**config.mk**
```make
export PLATFORM = sky130hd
export DESIGN_NAME = uart_rx_fifo_cfg
export DESIGN_NICKNAME = d
export VERILOG_FILES = /design/src/rtl/uart_pkg.sv /design/src/rtl/uart_sync_fifo.sv /design/src/rtl/uart_rx_fifo_cfg.sv
export SDC_FILE = /design/constraint.sdc
export NUM_CORES = 1
export LEC_CHECK = 0
export CAP_MARGIN = 0
export CORE_MARGIN = 1
export CORE_UTILIZATION = 40
export CTS_BUF_LIST = sky130_fd_sc_hd__clkbuf_8
export CTS_CLUSTER_DIAMETER = 120
export CTS_CLUSTER_SIZE = 16
export DETAILED_ROUTE_END_ITERATION = 7
export PLACE_DENSITY = 0.61
export SYNTH_ARGS = -nofsm -noshare
export SYNTH_HDL_FRONTEND = slang
export SYNTH_HIERARCHICAL = 1
export SYNTH_SLANG_ARGS = --single-unit
```
**constraint.sdc**
```tcl
create_clock -name clk -period 4.1 [get_ports clk]
set_clock_uncertainty 0.2 [all_clocks]
set_input_delay 0.615 -clock clk [delete_from_list [all_inputs] [get_ports clk]]
set_output_delay 0.615 -clock clk [all_outputs]
set_load 0.02 [all_outputs]
```
**src/rtl/uart_pkg.sv**
```systemverilog
// Shared UART definitions: parity mode encodings, receiver FSM states and the
// 2-of-3 majority helper used for bit decisions.
package uart_pkg;

    localparam logic [1:0] PAR_NONE = 2'd0;
    localparam logic [1:0] PAR_ODD  = 2'd1;
    localparam logic [1:0] PAR_EVEN = 2'd2;

    typedef enum logic [2:0] {
        RX_IDLE   = 3'd0,
        RX_START  = 3'd1,
        RX_DATA   = 3'd2,
        RX_PARITY = 3'd3,
        RX_STOP   = 3'd4
    } rx_state_t;

    function automatic logic maj3(input logic a, input logic b, input logic c);
        return (a & b) | (a & c) | (b & c);
    endfunction

endpackage

```
**src/rtl/uart_sync_fifo.sv**
```systemverilog
// First-word-fall-through synchronous FIFO with a registered head word and
// registered full/empty flags.
module uart_sync_fifo #(
    parameter int WIDTH = 10,
    parameter int DEPTH = 4
) (
    input  logic             clk,
    input  logic             rst_n,
    input  logic             push,
    input  logic [WIDTH-1:0] din,
    input  logic             pop,
    output logic [WIDTH-1:0] dout,
    output logic             full,
    output logic             empty
);

    localparam int AW = $clog2(DEPTH);
    localparam int CW = AW + 1;
    localparam logic [CW-1:0] DEPTH_C = CW'(DEPTH);

    logic [WIDTH-1:0] mem_r [DEPTH];
    logic [AW-1:0]    wr_ptr_r;
    logic [AW-1:0]    rd_ptr_r;
    logic [AW-1:0]    rd_inc_s;
    logic [CW-1:0]    count_r;
    logic [CW-1:0]    count_nx_s;
    logic [WIDTH-1:0] head_r;
    logic [WIDTH-1:0] head_nx_s;
    logic             full_r;
    logic             empty_r;
    logic             pop_ok_s;
    logic             push_ok_s;

    // Accept/pop qualification, next occupancy and next head word.
    always_comb begin
        pop_ok_s   = pop & (count_r != {CW{1'b0}});
        push_ok_s  = push & ((count_r != DEPTH_C) | pop_ok_s);
        rd_inc_s   = rd_ptr_r + AW'(1);
        count_nx_s = count_r;
        head_nx_s  = head_r;
        case ({push_ok_s, pop_ok_s})
            2'b10:   count_nx_s = count_r + CW'(1);
            2'b01:   count_nx_s = count_r - CW'(1);
            default: count_nx_s = count_r;
        endcase
        // A pop of the last word exposes either the simultaneous push or nothing.
        if (pop_ok_s) begin
            if (count_r == CW'(1)) begin
                head_nx_s = push_ok_s ? din : {WIDTH{1'b0}};
            end else begin
                head_nx_s = mem_r[rd_inc_s];
            end
        end else if (push_ok_s && (count_r == {CW{1'b0}})) begin
            head_nx_s = din;
        end else begin
            head_nx_s = head_r;
        end
    end

    // Storage array; contents are only ever read after being written.
    always_ff @(posedge clk) begin
        if (push_ok_s) begin
            mem_r[wr_ptr_r] <= din;
        end
    end

    // Pointers, occupancy, head register and flags.
    always_ff @(posedge clk) begin
        if (!rst_n) begin
            wr_ptr_r <= {AW{1'b0}};
            rd_ptr_r <= {AW{1'b0}};
            count_r  <= {CW{1'b0}};
            head_r   <= {WIDTH{1'b0}};
            full_r   <= 1'b0;
            empty_r  <= 1'b1;
        end else begin
            if (push_ok_s) begin
                wr_ptr_r <= wr_ptr_r + AW'(1);
            end
            if (pop_ok_s) begin
                rd_ptr_r <= rd_inc_s;
            end
            count_r <= count_nx_s;
            head_r  <= head_nx_s;
            full_r  <= (count_nx_s == DEPTH_C);
            empty_r <= (count_nx_s == {CW{1'b0}});
        end
    end

    assign dout  = head_r;
    assign full  = full_r;
    assign empty = empty_r;

endmodule

```
**src/rtl/uart_rx_fifo_cfg.sv**
```systemverilog
// Configurable UART receiver (5..9 data bits, optional parity, 1/2 stop bits) with
// majority-voted sampling and a FWFT receive FIFO carrying per-word error flags.
module uart_rx_fifo_cfg
    import uart_pkg::*;
#(
    parameter int         CLK_FRE    = 100,
    parameter int         BAUD_RATE  = 115200,
    parameter int         DATA_BITS  = 8,
    parameter logic [1:0] PARITY     = PAR_NONE,
    parameter int         STOP_BITS  = 1,
    parameter int         FIFO_DEPTH = 4
) (
    input  logic                 clk,
    input  logic                 rst_n,
    input  logic                 rx_pin,
    output logic [DATA_BITS-1:0] rx_data,
    output logic                 rx_frame_err,
    output logic                 rx_parity_err,
    output logic                 rx_data_valid,
    input  logic                 rx_data_ready,
    output logic                 rx_overrun,
    output logic                 rx_busy
);

    localparam int              CYCLE     = CLK_FRE * 1000000 / BAUD_RATE;
    localparam logic [15:0]     CYC_LAST  = 16'(CYCLE - 1);
    localparam logic [15:0]     HALF_LAST = 16'(CYCLE / 2 - 1);
    localparam logic [3:0]      BIT_LAST  = 4'(DATA_BITS - 1);
    localparam logic            STOP_LAST = (STOP_BITS == 2);
    localparam int              FW        = DATA_BITS + 2;

    logic                 sync1_r;
    logic                 rx_sync_r;
    logic [1:0]           hist_r;
    rx_state_t            state_r;
    rx_state_t            state_nx_s;
    logic [15:0]          cycle_cnt_r;
    logic [15:0]          cycle_cnt_nx_s;
    logic [3:0]           bit_cnt_r;
    logic [3:0]           bit_cnt_nx_s;
    logic                 stop_cnt_r;
    logic                 stop_cnt_nx_s;
    logic [DATA_BITS-1:0] shift_r;
    logic [DATA_BITS-1:0] shift_nx_s;
    logic                 frame_err_r;
    logic                 frame_err_nx_s;
    logic                 parity_err_r;
    logic                 parity_err_nx_s;
    logic                 busy_r;
    logic                 overrun_r;
    logic                 bit_s;
    logic                 fall_s;
    logic                 push_s;
    logic [FW-1:0]        push_word_s;
    logic [FW-1:0]        head_s;
    logic                 fifo_full_s;
    logic                 fifo_empty_s;

    function automatic logic parity_bad(input logic [DATA_BITS-1:0] d, input logic p);
        return ((^d) ^ p) != (PARITY == PAR_ODD);
    endfunction

    // Two-flop synchroniser plus a two-deep history of the synchronised line.
    always_ff @(posedge clk) begin
        if (!rst_n) begin
            sync1_r   <= 1'b1;
            rx_sync_r <= 1'b1;
            hist_r    <= 2'b11;
        end else begin
            sync1_r   <= rx_pin;
            rx_sync_r <= sync1_r;
            hist_r    <= {hist_r[0], rx_sync_r};
        end
    end

    // Samples at cnt-2, cnt-1 and cnt are voted on the decision clock itself.
    assign bit_s  = maj3(hist_r[1], hist_r[0], rx_sync_r);
    assign fall_s = hist_r[0] & ~rx_sync_r;

    // Next-state, counter and datapath logic of the receive FSM.
    always_comb begin
        state_nx_s      = state_r;
        cycle_cnt_nx_s  = cycle_cnt_r + 16'd1;
        bit_cnt_nx_s    = bit_cnt_r;
        stop_cnt_nx_s   = stop_cnt_r;
        shift_nx_s      = shift_r;
        frame_err_nx_s  = frame_err_r;
        parity_err_nx_s = parity_err_r;
        push_s          = 1'b0;
        push_word_s     = {frame_err_r, parity_err_r, shift_r};
        case (state_r)
            RX_IDLE: begin
                cycle_cnt_nx_s  = 16'd0;
                bit_cnt_nx_s    = 4'd0;
                stop_cnt_nx_s   = 1'b0;
                frame_err_nx_s  = 1'b0;
                parity_err_nx_s = 1'b0;
                if (fall_s) begin
                    state_nx_s = RX_START;
                end else begin
                    state_nx_s = RX_IDLE;
                end
            end
            RX_START: begin
                if (cycle_cnt_r == HALF_LAST) begin
                    cycle_cnt_nx_s = 16'd0;
                    state_nx_s     = bit_s ? RX_IDLE : RX_DATA;
                end else begin
                    state_nx_s = RX_START;
                end
            end
            RX_DATA: begin
                if (cycle_cnt_r == CYC_LAST) begin
                    cycle_cnt_nx_s = 16'd0;
                    shift_nx_s     = {bit_s, shift_r[DATA_BITS-1:1]};
                    if (bit_cnt_r == BIT_LAST) begin
                        bit_cnt_nx_s = 4'd0;
                        state_nx_s   = (PARITY != PAR_NONE) ? RX_PARITY : RX_STOP;
                    end else begin
                        bit_cnt_nx_s = bit_cnt_r + 4'd1;
                        state_nx_s   = RX_DATA;
                    end
                end else begin
                    state_nx_s = RX_DATA;
                end
            end
            RX_PARITY: begin
                if (cycle_cnt_r == CYC_LAST) begin
                    cycle_cnt_nx_s  = 16'd0;
                    parity_err_nx_s = parity_bad(shift_r, bit_s);
                    state_nx_s      = RX_STOP;
                end else begin
                    state_nx_s = RX_PARITY;
                end
            end
            RX_STOP: begin
                if (cycle_cnt_r == CYC_LAST) begin
                    cycle_cnt_nx_s = 16'd0;
                    frame_err_nx_s = frame_err_r | ~bit_s;
                    if (stop_cnt_r == STOP_LAST) begin
                        // Leave mid stop bit so a back-to-back start edge is not missed.
                        push_s      = 1'b1;
                        push_word_s = {frame_err_r | ~bit_s, parity_err_r, shift_r};
                        state_nx_s  = RX_IDLE;
                    end else begin
                        stop_cnt_nx_s = 1'b1;
                        state_nx_s    = RX_STOP;
                    end
                end else begin
                    state_nx_s = RX_STOP;
                end
            end
            default: begin
                state_nx_s     = RX_IDLE;
                cycle_cnt_nx_s = 16'd0;
            end
        endcase
    end

    // FSM state, counters, shift register and registered status outputs.
    always_ff @(posedge clk) begin
        if (!rst_n) begin
            state_r      <= RX_IDLE;
            cycle_cnt_r  <= 16'd0;
            bit_cnt_r    <= 4'd0;
            stop_cnt_r   <= 1'b0;
            shift_r      <= {DATA_BITS{1'b0}};
            frame_err_r  <= 1'b0;
            parity_err_r <= 1'b0;
            busy_r       <= 1'b0;
            overrun_r    <= 1'b0;
        end else begin
            state_r      <= state_nx_s;
            cycle_cnt_r  <= cycle_cnt_nx_s;
            bit_cnt_r    <= bit_cnt_nx_s;
            stop_cnt_r   <= stop_cnt_nx_s;
            shift_r      <= shift_nx_s;
            frame_err_r  <= frame_err_nx_s;
            parity_err_r <= parity_err_nx_s;
            busy_r       <= (state_nx_s != RX_IDLE);
            overrun_r    <= push_s & fifo_full_s & ~(rx_data_ready & ~fifo_empty_s);
        end
    end

    uart_sync_fifo #(
        .WIDTH (FW),
        .DEPTH (FIFO_DEPTH)
    ) u_fifo (
        .clk   (clk),
        .rst_n (rst_n),
        .push  (push_s),
        .din   (push_word_s),
        .pop   (rx_data_ready),
        .dout  (head_s),
        .full  (fifo_full_s),
        .empty (fifo_empty_s)
    );

    assign rx_data       = head_s[DATA_BITS-1:0];
    assign rx_parity_err = head_s[DATA_BITS];
    assign rx_frame_err  = head_s[DATA_BITS+1];
    assign rx_data_valid = ~fifo_empty_s;
    assign rx_overrun    = overrun_r;
    assign rx_busy       = busy_r;

endmodule
```
# Yosys cells after proc, flatten, opt, wreduce, memory -nomap -nowiden
# Memory sizes are Yosys's and may differ from the RTL's.
# Cells that the tools add are included.
# W data, S select, Z words.
classes:
  mux: 35
  add_sub_neg: 6
  shift: 0
  bitwise_logic: 18
  eq_ne: 15
  order_cmp: 0
  div_mod_pow: 0
  mul: 0
  reduce_logical: 16
ops:
  columns: ["operator", "count"]
  rows:
  - ["$mux W10", 7]
  - ["$mux W16", 2]
  - ["$pmux W16 S2", 1]
  - ["$add A16 B1 Y16 const B", 1]
  - ["$eq A16 B10 Y1 const B", 1]
  - ["$eq A16 B9 Y1 const B", 1]
  - ["$mux W3", 5]
  - ["$pmux W3 S5", 1]
  - ["$mux W1", 10]
  - ["$and A1 B1 Y1", 9]
  - ["$logic_not A3 Y1", 3]
  - ["$mux W4", 2]
  - ["$pmux W4 S2", 1]
  - ["$reduce_and A2 Y1", 4]
  - ["$reduce_bool A2 Y1", 4]
  - ["$reduce_xor A8 Y1", 1]
  - ["$eq A3 B1 Y1 const B", 2]
  - ["$eq A3 B2 Y1 const B", 2]
  - ["$eq A3 B3 Y1 const B", 2]
  - ["$ne A2 B2 Y1 const B", 3]
  - ["$pmux W1 S2", 3]
  - ["$pmux W3 S2", 1]
  - ["$reduce_bool A3 Y1", 2]
  - ["$add A2 B1 Y2 const B", 2]
  - ["other kinds (13)", 20]
word_totals:
  mem_bits_ro: 0
  latch_bits: 0
  in_bits: 4
  ramBits: 40
  elab_cells: 109
  memories: 1
  register_bits: 59
  out_inout_bits: 13
mem_list:
  columns: ["memory", "words", "width", "rd", "rd_ports_with_merged_regs", "write_ports", "line_no", "text"]
  rows:
  - ["u_fifo.mem_r", 4, 10, 1, 0, 1, "uart_sync_fifo.sv:21", "logic [WIDTH-1:0] mem_r [DEPTH];"]

# Longest topological paths before layout
logic_depth:
  word_depth: 11
  ltp_mapped: 11

# Modules after synthesis
# The synthesis kept the hierarchy.
modules_own_cells:
  columns: ["module", "cells_each", "instances", "area_each_um2", "seq_area_each_um2"]
  rows:
  - ["uart_sync_fifo", 170, 1, 2643.8, 1581.5]
  - ["uart_rx_fifo_cfg", 214, 1, 2026.9, 800.8]

# Worst setup path before layout
# Ideal clock, no wire load.
synth_timing:
  kind: "reg-to-reg"
  startpoint: "register cycle_cnt_r[0]"
  endpoint: "memory u_fifo.mem_r[0][0] (enable)"
  synth_period_minus_slack_ps: 3322
  required_time_ps: 3557
  setup_ps: 343
  t_arrival_ps: 2779
  path_slack_ps: 778
  path_stages_with_launch: 11
  path_cell_list: "dfxtp_1 > ha_1 > or4bb_4 > nor4_2 > nand4b_1 > inv_1 > buf_6 > buf_6 > inv_1 > a31oi_2 > and2_1"
synth_via:
  elab_chain_len: 6
synth_rtl:
  columns: ["item", "line_no", "text"]
  rows:
  - ["start: declaration", "uart_rx_fifo_cfg.sv:37", "logic [15:0] cycle_cnt_r;"]
  - ["start signal: assignment", "uart_rx_fifo_cfg.sv:174", "cycle_cnt_r <= cycle_cnt_nx_s;"]
  - ["$eq A16 B10 Y1", "uart_rx_fifo_cfg.sv:137", "if (cycle_cnt_r == CYC_LAST) begin"]
  - ["$mux W1", "uart_rx_fifo_cfg.sv:137", null]
  - ["$mux W1", "uart_rx_fifo_cfg.sv:91", "case (state_r)"]
  - ["named net push_s", "uart_rx_fifo_cfg.sv:53", "logic push_s;"]
  - ["$and A1 B1 Y1", "uart_sync_fifo.sv:37", "push_ok_s = push & ((count_r != DEPTH_C) | pop_ok_s);"]
  - ["$mux W1", "uart_sync_fifo.sv:62", "if (push_ok_s) begin"]
  - ["$mux W1 (not written as such)", "uart_sync_fifo.sv:63", "mem_r[wr_ptr_r] <= din;"]
  - ["end: declaration", "uart_sync_fifo.sv:21", null]
# The timed path passes the listed nets, and every way through them passes these cells.

# Worst setup path after layout
layout_timing:
  startpoint: "register cycle_cnt_r[0]"
  endpoint: "memory u_fifo.mem_r[3][4] (enable)"
# The elaborated chain is that of the path after synthesis.

==> summary.txt <==
Global routing
  – Initial antenna violation count: 0
  – Vias in the first global route: 2786
  – Overflow after GRT: 0
  – Gr usage total: 0.154
  – Largest net degree at the start of global routing: 59
  – First-pass GRT wire length: around 14000 um

Placed design
  – DPL Wire Length: 5730 um
  – Port Buffers: 16
  – DP Worst Slack: between 0.9 and 1 ns
  – Placed cell area: 4890 um^2
  – RePlAce Congestion: between 0.6 and 0.7

Logic synthesis
  – Sequential-to-total area share from yosys stat: 0.510
  – Netlist cell types: between 60 and 70
  – EDFF count, synth: 40
  – Main combinational cell family by area after synthesis: simple AND/OR/NAND/NOR gates
  – Simple-Gate Fraction of Synth Area: 0.177
  – Yosys warnings: 6
  – #FFs+latches synth: between 90 and 100
  – Synth Cell Area: between 4000 and 5000 um^2
  – Synth Instances: approximately 380
  – Async SR Flop Fraction: 0
  – Compound-cell area share of the yosys netlist: 0.133
  – Synth top area cells: edfxtp_1 (26%), dfxtp_1 (25%), mux4_2 (4.3%)
  – Adder-Cell Fraction of Synth Area: 0.0316
  – Syn_area_per_cell: 12.2 um^2
  – Synth Area in XOR/XNOR: 0.0469
  – Predominant post-synthesis flop cell: dfxtp_1
  – Cell taking the most area after synthesis: edfxtp_1
  – Post-synthesis mux area share: 0.0603
  – Top cell type's share of synthesized area: 0.257
  – Mapped Nets: 399

Clock tree
  – Clock Latency Late Sink: approximately 0.37 ns
  – Post-cts resize count: 0
  – TritonCTS Sinks: 99
  – Reg clk slew, reported paths: around 0.090 ns
  – CTS buffer count: 9
  – CTS tree: done
  – Hold buffers post-CTS: 0
  – Max H-tree Level: 3
  – Clk buf depth: 2
  – Root Buffer: clkbuf_8
  – Post-CTS setup buffers: 0

Cells and area
  – Final instance area: between 5000 and 6000 um^2
  – Commonest non-fill, non-tap cells in the layout: dfxtp_1 (59), edfxtp_1 (40), nand3_1 (22), nand2_1 (22), xnor2_1 (19)
  – # nets final: ~410
  – Commonest non-fill, non-tap cell in the layout: dfxtp_1
  – Share of cells above drive strength 1: 0.134
  – Area grow syn2layout: 8.95%
  – ANT cells: 0
  – Fin util: 0.446

Drt
  – DR vias/cell: about 5.4
  – Vias: around 2900
  – Initial detailed-routing violation count: 160
  – Final WL: around 8300 um
  – DR WL/cell: between 15 and 20 um
  – Antenna viol nets, final: 0
  – Drt pass-1 iters: 6
  – # DRC: 0

Worst setup path
  – Slowest cell on crit path: and2_1
  – Crit. End Element: register
  – Crit Path Max Fanout: 10
  – Worst path arrival time: 3.00 ns
  – Critical path startpoint category: register
  – R2R Setup Slk: about 0.9 ns
  – Critical path cell sequence: ha_1, or4bb_4, nor4_2, nand4b_1, inv_1, inv_1, a31oi_2, and2_1
  – Max stage delay on crit path: roughly 0.49 ns
  – Worst EP required: ~3.9 ns
  – Most frequent CP cell: inv_1
  – Worst setup path class: register to register

STA
  – Hold Vio Cnt, Final: 0
  – Final setup margin: 0.925 ns
  – RSZ-0062 raised after global routing: no
  – Setup TNS: 0 ns
  – Worst-margin pin slew: between 0.9 and 1 ns
  – Fmax: 315 MHz
  – Final worst-path cycle share: 0.774
  – Max Slew Vio Count: 0
  – Min Tclk post-route: about 3.2 ns
  – Slew margin rel.: 0.390
  – Final setup vio count: 0

Die
  – FP Rows: 39
  – Die height: between 100 and 150 um
  – Initial Util: 0.409
  – Die width: 110 um
  – Total core area: 11400 um^2
  – Die area: around 12000 um^2
  – IO Count: 17

Status
  – Outcome: finished clean

Power and ir drop
  – VDD IR max: 0.351 mV
  – Cell leakage power: approximately 1.8 nW
  – P per Cell Area: between 400 and 500 nW/um^2

Hold path
  – Hold WC Path Type: register to register

Flow run
  – Max_cap viols: 0
==> final timing paths <==
kind / from / to / cells past startpoint
hold reg to reg: sync1_r / rx_sync_r / 1
setup / recovery: cycle_cnt_r[0] / u_fifo/mem_r[3][4] / 8
setup reg to reg: cycle_cnt_r[0] / u_fifo/mem_r[3][4] / 8
hold / removal: sync1_r / rx_sync_r / 1
==> sequential cells by signal (all words and copies together) (netlist names) <==
signal / flops
sync1_r: 1
bit_cnt_r: 4
frame_err_r: 1
rx_sync_r: 1
u_fifo/dout: 10
u_fifo/full: 1
parity_err_r: 1
rx_busy: 1
u_fifo/wr_ptr_r: 2
u_fifo/empty: 1
shift_r: 8
rx_overrun: 1
u_fifo/rd_ptr_r: 2
state_r: 3
cycle_cnt_r: 16
u_fifo/count_r: 3
u_fifo/mem_r: 40
hist_r: 2
stop_cnt_r: 1
==> critical path: cells and delay by family (launching register included) <==
family / cells / cell delay [ns]
flip-flops: 1 / 0.41
AND/OR/NAND/NOR: 4 / 1.49
adder cells (fa/ha/maj): 1 / 0.24
AO/OA/AOI/OAI: 1 / 0.29
buffers and inverters: 2 / 0.19
==> cells by family (layout without fill, tap and decap cells) <==
kind of cell             count (synthesis)  count (layout)
AND/OR/NAND/NOR                        126             126
AO/OA/AOI/OAI                           70              70
flip-flops                              99              99
adder cells (fa/ha/maj)                 12              12
multiplexers                            14              14
buffers and inverters                   38              51
XOR/XNOR                                25              25
==> per-stage QoR <==
step	total power (W)	std cells	hold slack, ns
final	0.00243	540	0.216
after floorplan	0.00169	384	0.186
after global placement	0.00184	524	0.195
after detailed placement	0.00186	524	0.199
after global routing	0.00258	540	0.246
after CTS	0.00247	540	0.222
==> cells in the mapped netlist, drive strengths merged, types with 11 or more instances <==
cell / count
a21boi: 12
and2: 11
buf: 12
dfxtp: 59
edfxtp: 40
ha: 11
inv: 16
nand2: 22
nand3: 22
nor3b: 19
o211a: 12
xnor2: 19
==> final cells by class <==
class	count	area, um^2
clock inverter	7	70.1
sequential	99	2380
clock buffer	9	124
multi-input combinational	247	2100
tap	143	179
inverter	16	60.1
timing repair buffer	19	178
fill	1054	6330
==> power by group <==
group          switching (W)  internal, W  total (W)
logic               0.000326     0.000338   0.000665
clock network       0.000361     0.000237   0.000598
registers          0.0000834      0.00108    0.00117
total               0.000771      0.00166    0.00243
==> routing by layer <==
layer / up-vias / track usage / part of all wire
met5: - / 0 / 0
met4: 0 / 0.0533 / 0.012
met3: 10 / 0.0470 / 0.036
met2: 48 / 0.251 / 0.49
met1: 1421 / 0.194 / 0.46
li1: 1454 / - / -
(Power assumes the default switching activity.)
